**config.mk**
```make
export PLATFORM = sky130hd
export DESIGN_NAME = mod_updown_counter
export DESIGN_NICKNAME = d
export VERILOG_FILES = /design/src/rtl/mod_updown_counter.sv
export SDC_FILE = /design/constraint.sdc
export NUM_CORES = 1
export LEC_CHECK = 0
export BUFFER_PORTS_ARGS = -buffer_cell sky130_fd_sc_hd__buf_2
export CAP_MARGIN = 20
export CORE_MARGIN = 2
export CORE_UTILIZATION = 40
export DETAILED_ROUTE_END_ITERATION = 7
export GPL_TIMING_DRIVEN = 0
export HOLD_SLACK_MARGIN = 0.12
export PLACE_DENSITY = 0.66
export SETUP_SLACK_MARGIN = 0.1
export SYNTH_ARGS = -nofsm -noshare
export SYNTH_HDL_FRONTEND = slang
export SYNTH_SLANG_ARGS = --single-unit
```
**constraint.sdc**
```tcl
create_clock -name clk -period 1.95 [get_ports clk]
set_input_delay 0.39 -clock clk [delete_from_list [all_inputs] [get_ports clk]]
set_output_delay 0.39 -clock clk [all_outputs]
set_load 0.01 [all_outputs]
```
**src/rtl/mod_updown_counter.sv**
```systemverilog
// Up/down modulo counter with enable, parallel load, programmable modulus,
// wrap or saturate at the range ends, a registered carry pulse and a sticky overflow flag.
module mod_updown_counter #(
  parameter int WIDTH    = 8,
  parameter int MODULUS  = 256,
  parameter int SATURATE = 0
) (
  input  logic             clk,
  input  logic             res,
  input  logic             en,
  input  logic             up_dn,
  input  logic             load,
  input  logic [WIDTH-1:0] load_val,
  input  logic             clr_ovf,
  output logic [WIDTH-1:0] out,
  output logic             carry,
  output logic             ovf
);

  localparam logic [WIDTH-1:0] CNT_MAX = WIDTH'(MODULUS - 1);
  localparam logic [WIDTH-1:0] CNT_ONE = WIDTH'(1);

  generate
    if (WIDTH < 2 || MODULUS < 2 || MODULUS > (2 ** WIDTH) || SATURATE < 0 || SATURATE > 1) begin : g_bad_params
      $error("mod_updown_counter: illegal WIDTH/MODULUS/SATURATE combination");
    end
  endgenerate

  logic [WIDTH-1:0] cnt_q, cnt_d;
  logic             carry_q, carry_d;
  logic             ovf_q, ovf_d;
  logic [WIDTH-1:0] load_clamped;
  logic             at_top, at_bottom;

  // Out-of-range load values are pinned to the top of the count range.
  assign load_clamped = (load_val > CNT_MAX) ? CNT_MAX : load_val;
  assign at_top       = (cnt_q == CNT_MAX);
  assign at_bottom    = (cnt_q == '0);

  always_comb begin
    cnt_d   = cnt_q;
    carry_d = 1'b0;
    if (load) begin
      cnt_d = load_clamped;
    end else if (en) begin
      if (up_dn) begin
        if (at_top) begin
          carry_d = 1'b1;
          cnt_d   = (SATURATE != 0) ? cnt_q : '0;
        end else begin
          cnt_d = cnt_q + CNT_ONE;
        end
      end else begin
        if (at_bottom) begin
          carry_d = 1'b1;
          cnt_d   = (SATURATE != 0) ? cnt_q : CNT_MAX;
        end else begin
          cnt_d = cnt_q - CNT_ONE;
        end
      end
    end
  end

  // A new carry event takes precedence over a simultaneous clear request.
  assign ovf_d = carry_d | (ovf_q & ~clr_ovf);

  always_ff @(posedge clk) begin
    if (res) begin
      cnt_q   <= '0;
      carry_q <= 1'b0;
      ovf_q   <= 1'b0;
    end else begin
      cnt_q   <= cnt_d;
      carry_q <= carry_d;
      ovf_q   <= ovf_d;
    end
  end

  assign out   = cnt_q;
  assign carry = carry_q;
  assign ovf   = ovf_q;

endmodule
```
; Yosys cells after proc, flatten, opt, wreduce, memory -nomap -nowiden
; Cells that the tools add are included.
[op_classes]
add_sub_neg = 2
n_reduce_logical = 2
shifts = 0
div_mod_pow = 0
multipliers = 0
eq_ne = 1
n_bitwise = 3
mux = 11
magnitude_cmp = 1
[ops]
columns = operator, count
row1 = $mux 8, 6
row2 = $add 8x1->8 const B, 1
row3 = $eq 8x8->1 const B, 1
row4 = $gt 8x8->1 const B, 1
row5 = $logic_not 8->1, 1
row6 = $sub 8x1->8 const B, 1
row7 = $mux 1, 5
row8 = $reduce_bool 2->1, 1
row9 = $and 1x1->1, 1
row10 = $not 1->1, 1
row11 = $or 1x1->1, 1
[totals]
ff_bits = 10
memories = 0
in_bits = 14
mem_bits_ro = 0
wordCells = 23
latch_bits = 0
mem_bits_rw = 0

; Logic depth before layout (Yosys ltp)
[logic_depth]
depth_word = 6
ltp_mapped = 7

; Worst setup path before layout
; No wires, ideal clock.
[synth_path]
path_kind = register to register
from = register cnt_q[1], in the netlist out[1]
to = register cnt_q[3], in the netlist out[3]
n_path_buf = 1
setup_ns = 0.079
stages_incl_launch_ff = 8
arrival_time_ns = 1.517
setup_slack_ns = 0.354
cell_sequence = dfxtp_1 buf_4 inv_1 ha_1 nor4b_4 a211oi_1 a211o_1 a211oi_2
[synth_via]
elab_chain_len = 5
word_cells_on_any_way = 9
cone_classes = add/sub (2) / eq/ne (1) / mux (5) / reduce/logical (1)
[synth_lines]
columns = element, line_no
row1 = from (decl), 29  ; logic [WIDTH-1:0] cnt_q, cnt_d;
row2 = from (signal assigned), 73  ; cnt_q <= cnt_d;
row3 = $sub 8x1->8 (tied with other cells), 58  ; cnt_d = cnt_q - CNT_ONE;
row4 = $mux 8 (on tied branches), "54, 47"
row5 = $mux 8 (*), 46  ; if (up_dn) begin
row6 = $mux 8 (*), 45  ; end else if (en) begin
row7 = $mux 8 (*), 43  ; if (load) begin
; Every way passes the cells marked *; elsewhere a longest branch is shown, timed or not. The select of a mux whose other input is x is not followed.
; A chain may end at the register's enable or synchronous reset.

; Worst setup path after layout
; Ends and elaborated chain as after synthesis.

==> qor.csv <==
stage,metric,value,unit
timing,relSlewSlack,68.68,%
setup_path,crit_top_cell,a211oi_2,
setup_path,worst_ep_required_time,2.15,ns
cts,cts_sinks,10,
floorplanning,die_area,2898,um^2
synth,async_flop_share,0,%
detailed_routing,vias_per_cell,5.826,
setup_path,critPathSlowestCell,nor4b_4,
power_and_ir_drop,finalPower,0.0006945,W
final_layout,final_util,48.96,%
setup_path,worstPathArrival,1.93,ns
setup_path,path_max_fanout,8,
cts,cts_max_level,1,
timing,drv_slew,0,
timing,setup_viol,0,
timing,fmax,576.0,MHz
detailed_routing,totalWireLength,2.594,mm
setup_path,path_cells,buf_4 -> inv_1 -> ha_2 -> nor4b_4 -> a211oi_2 -> a211o_1 -> a211oi_2,
final_layout,drive_gt1_share,29.73,%
synth,synth_edf_count,0,
cts,cts_hold_buffers,0,
power_and_ir_drop,p_int,0.0004490,W
floorplanning,dieWidth,53.84,um
global_route,overflow,0,
power_and_ir_drop,switchingPower,0.0002455,W
synth,ys_warn_count,0,
synth,syn_area_per_cell,8.077,um^2
placed_design,port_buffers,21,
setup_path,slowest_delay,0.35,ns
worst_hold_path,hold_path.class,primary input to flop,
timing,worst_pin_slew,0.4698,ns
floorplanning,start_util,41.23,%
timing,fin_crit,1.736,ns
cts,numCtsBuffers,3,
timing,rsz0062_at_grt,no,
setup_path,path_class,flop to flop,
detailed_routing,wl_per_cell,14.57,um
final_layout,areaGrowthSynthToFinish,18.77,%
power_and_ir_drop,power_density,588.6,nW/um^2
global_route,track_usage,21.06,%
synth,ys.flop_type,dfxtp_1,
setup_path,cp-start-kind,flop,
timing,hold_viol_final,0,
placed_design,post-dp-hpwl,1.903,mm
cts,postCtsSetupRepairBufs,0,
setup_path,endpoint_kind,flop,
cts,clk_latency,0.27,ns
power_and_ir_drop,ir_worst_vdd,0.3187,mV
power_and_ir_drop,power.clock.fraction,28.6,%
detailed_routing,drt_iter0_markers,30,
cts,cts_tree,done,
timing,period_share,89.03,%
final_layout,final_nets,166,
synth,synth_cells,123,
outcome,status,"complete, no violations",
floorplanning,rows,18,
detailed_routing,antenna_left,0,
flow_run,max-cap-violations,0,
floorplanning,coreArea,2410,um^2
detailed_routing,post-route-drc-count,0,
cts,clockBufferDepth,2,
synth,synth_nets,140,
global_route,grt_pass1_wl,4.422,mm
final_layout,fillers,266,
floorplanning,die_height,53.84,um
floorplanning,io_pins,24,
global_route,grt_pass1_vias,974,
setup_path,r2r_slack,0.21,ns
timing,fin_skew,0.0006418,ns
global_route,grt_max_degree,11,
timing,tns,0,ns
cts,path_clk_slew,0.08,ns
power_and_ir_drop,swShare,35.35,%
final_layout,n_antenna_cell,0,
placed_design,gp_congestion,0.9145,
power_and_ir_drop,power_frac_comb,36.8,%
synth,synth_seq_cells,10,
cts,root_buffer,clkbuf_4,
power_and_ir_drop,cellLeakagePower,0.4762,nW
detailed_routing,first_pass_iters,4,
synth,synth-seq-area-share,20.15,%
global_route,antenna_found_initial,0,
power_and_ir_drop,p_seq_share,34.6,%
timing,whs,0.3328,ns
synth,ys_types,46,
synth,syn-cell-area,993.5,um^2
detailed_routing,num_vias,1037,
[repair_timing]
item,4_1_cts,5_1_grt
setup endpoints to repair,0,1
endpoints found under the hold margin,0,0
gates resized for setup,0,2
[area by class of cell]
cell class | instances | area [um^2] | area share, %
tap | 30 | 37.54 | 3.181
sequential | 10 | 200.2 | 16.97
clock buffer | 4 | 36.28 | 3.075
inverter | 7 | 26.28 | 2.227
multi-input combinational | 94 | 685.7 | 58.11
timing repair buffer | 21 | 105.1 | 8.908
buffer | 12 | 88.84 | 7.529
[metal layers]
layer / up-vias / track usage, % / part of all wire (%)
li1: 499 / - / -
met1: 494 / 28.28 / 44
met2: 39 / 33.54 / 47
met3: 5 / 3.611 / 7.6
met4: 0 / 7.692 / 1.0
met5: - / 0 / 0
[final timing paths]
| kind | start | endpoint | cells past startpoint |
|---|---|---|---|
| min reg2reg | ovf | ovf | 1 |
| min | load_val[4] | out[4] | 2 |
| max | out[1] | out[3] | 7 |
| max reg2reg | out[1] | out[3] | 7 |
[cells in the mapped netlist (2+ instances only)]
cell type | instances | share of area, %
o311a_1 | 2 | 2.0
ha_1 | 3 | 3.8
xnor2_1 | 4 | 3.5
a211oi_1 | 3 | 2.3
a21oi_1 | 11 | 5.5
nor3_1 | 3 | 1.5
o21ai_1 | 2 | 1.0
a211oi_2 | 2 | 2.5
dfxtp_1 | 10 | 20
nand3_1 | 6 | 3.0
nor2b_1 | 3 | 1.9
inv_1 | 7 | 2.6
buf_4 | 3 | 2.3
or3_1 | 2 | 1.3
nor2_1 | 10 | 3.8
nand2_1 | 7 | 2.6
nand2b_1 | 3 | 1.9
a32oi_1 | 2 | 1.8
buf_6 | 4 | 4.5
buf_2 | 2 | 1.0
nor3b_1 | 3 | 2.3
mux2i_1 | 2 | 2.0
a211o_1 | 2 | 1.8
a31oi_1 | 2 | 1.3
clkbuf_1 | 2 | 0.76
o21ai_0 | 2 | 1.0
a21o_1 | 2 | 1.5
[critical path: cells and delay by family (launching register included)]
kind / cells / cell delay [ns]
AO/OA/AOI/OAI: 3 / 0.57
flip-flops: 1 / 0.33
AND/OR/NAND/NOR: 1 / 0.35
buffers and inverters: 2 / 0.24
adder cells (fa/ha/maj): 1 / 0.18
[flip-flops by register name, indices dropped and copies added (netlist names)]
register,flops
ovf,1
carry,1
out,8
[cells in the final DEF, fill, tap and decap left out, types with 3 or more instances in the layout]
master	count
a21oi_1	11
buf_2	23
nand3_1	6
dfxtp_1	10
buf_4	3
inv_1	7
buf_6	4
a211oi_2	3
nor3_1	3
nor2_1	10
nand2_1	7
xnor2_1	4
nor2b_1	3
nand2b_1	3
nor3b_1	3
clkbuf_4	3
[power groups by stage]
| stage | sequential [W] | clock (W) | combinational [W] |
|---|---|---|---|
| after floorplan | 0.000249 | 0 | 0.000179 |
| after global placement | 0.000245 | 0 | 0.000248 |
| after detailed placement | 0.000246 | 0 | 0.000251 |
| after CTS | 0.000241 | 0.000202 | 0.000252 |
| after global routing | 0.000243 | 0.000210 | 0.000285 |
| final | 0.000240 | 0.000198 | 0.000256 |
[cell families after synthesis]
| family | after synthesis | share of synthesized area, % |
|---|---|---|
| flip-flops | 10 | 20.15 |
| AO/OA/AOI/OAI | 39 | 29.22 |
| adder cells (fa/ha/maj) | 3 | 3.779 |
| buffers and inverters | 19 | 11.59 |
| XOR/XNOR | 4 | 3.526 |
| multiplexers | 2 | 2.015 |
| AND/OR/NAND/NOR | 46 | 29.72 |
[per-stage QoR]
stage	area [um^2]	setup WS [ns]	cells
finish	1180	0.2138	178
global route	1180	0.1139	178
CTS	1172	0.1773	178
detailed placement	1136	0.1902	174
global placement	1136	0.2369	174
floorplan	993.5	0.3542	123
No activity file was read; power rests on OpenSTA's default activity.
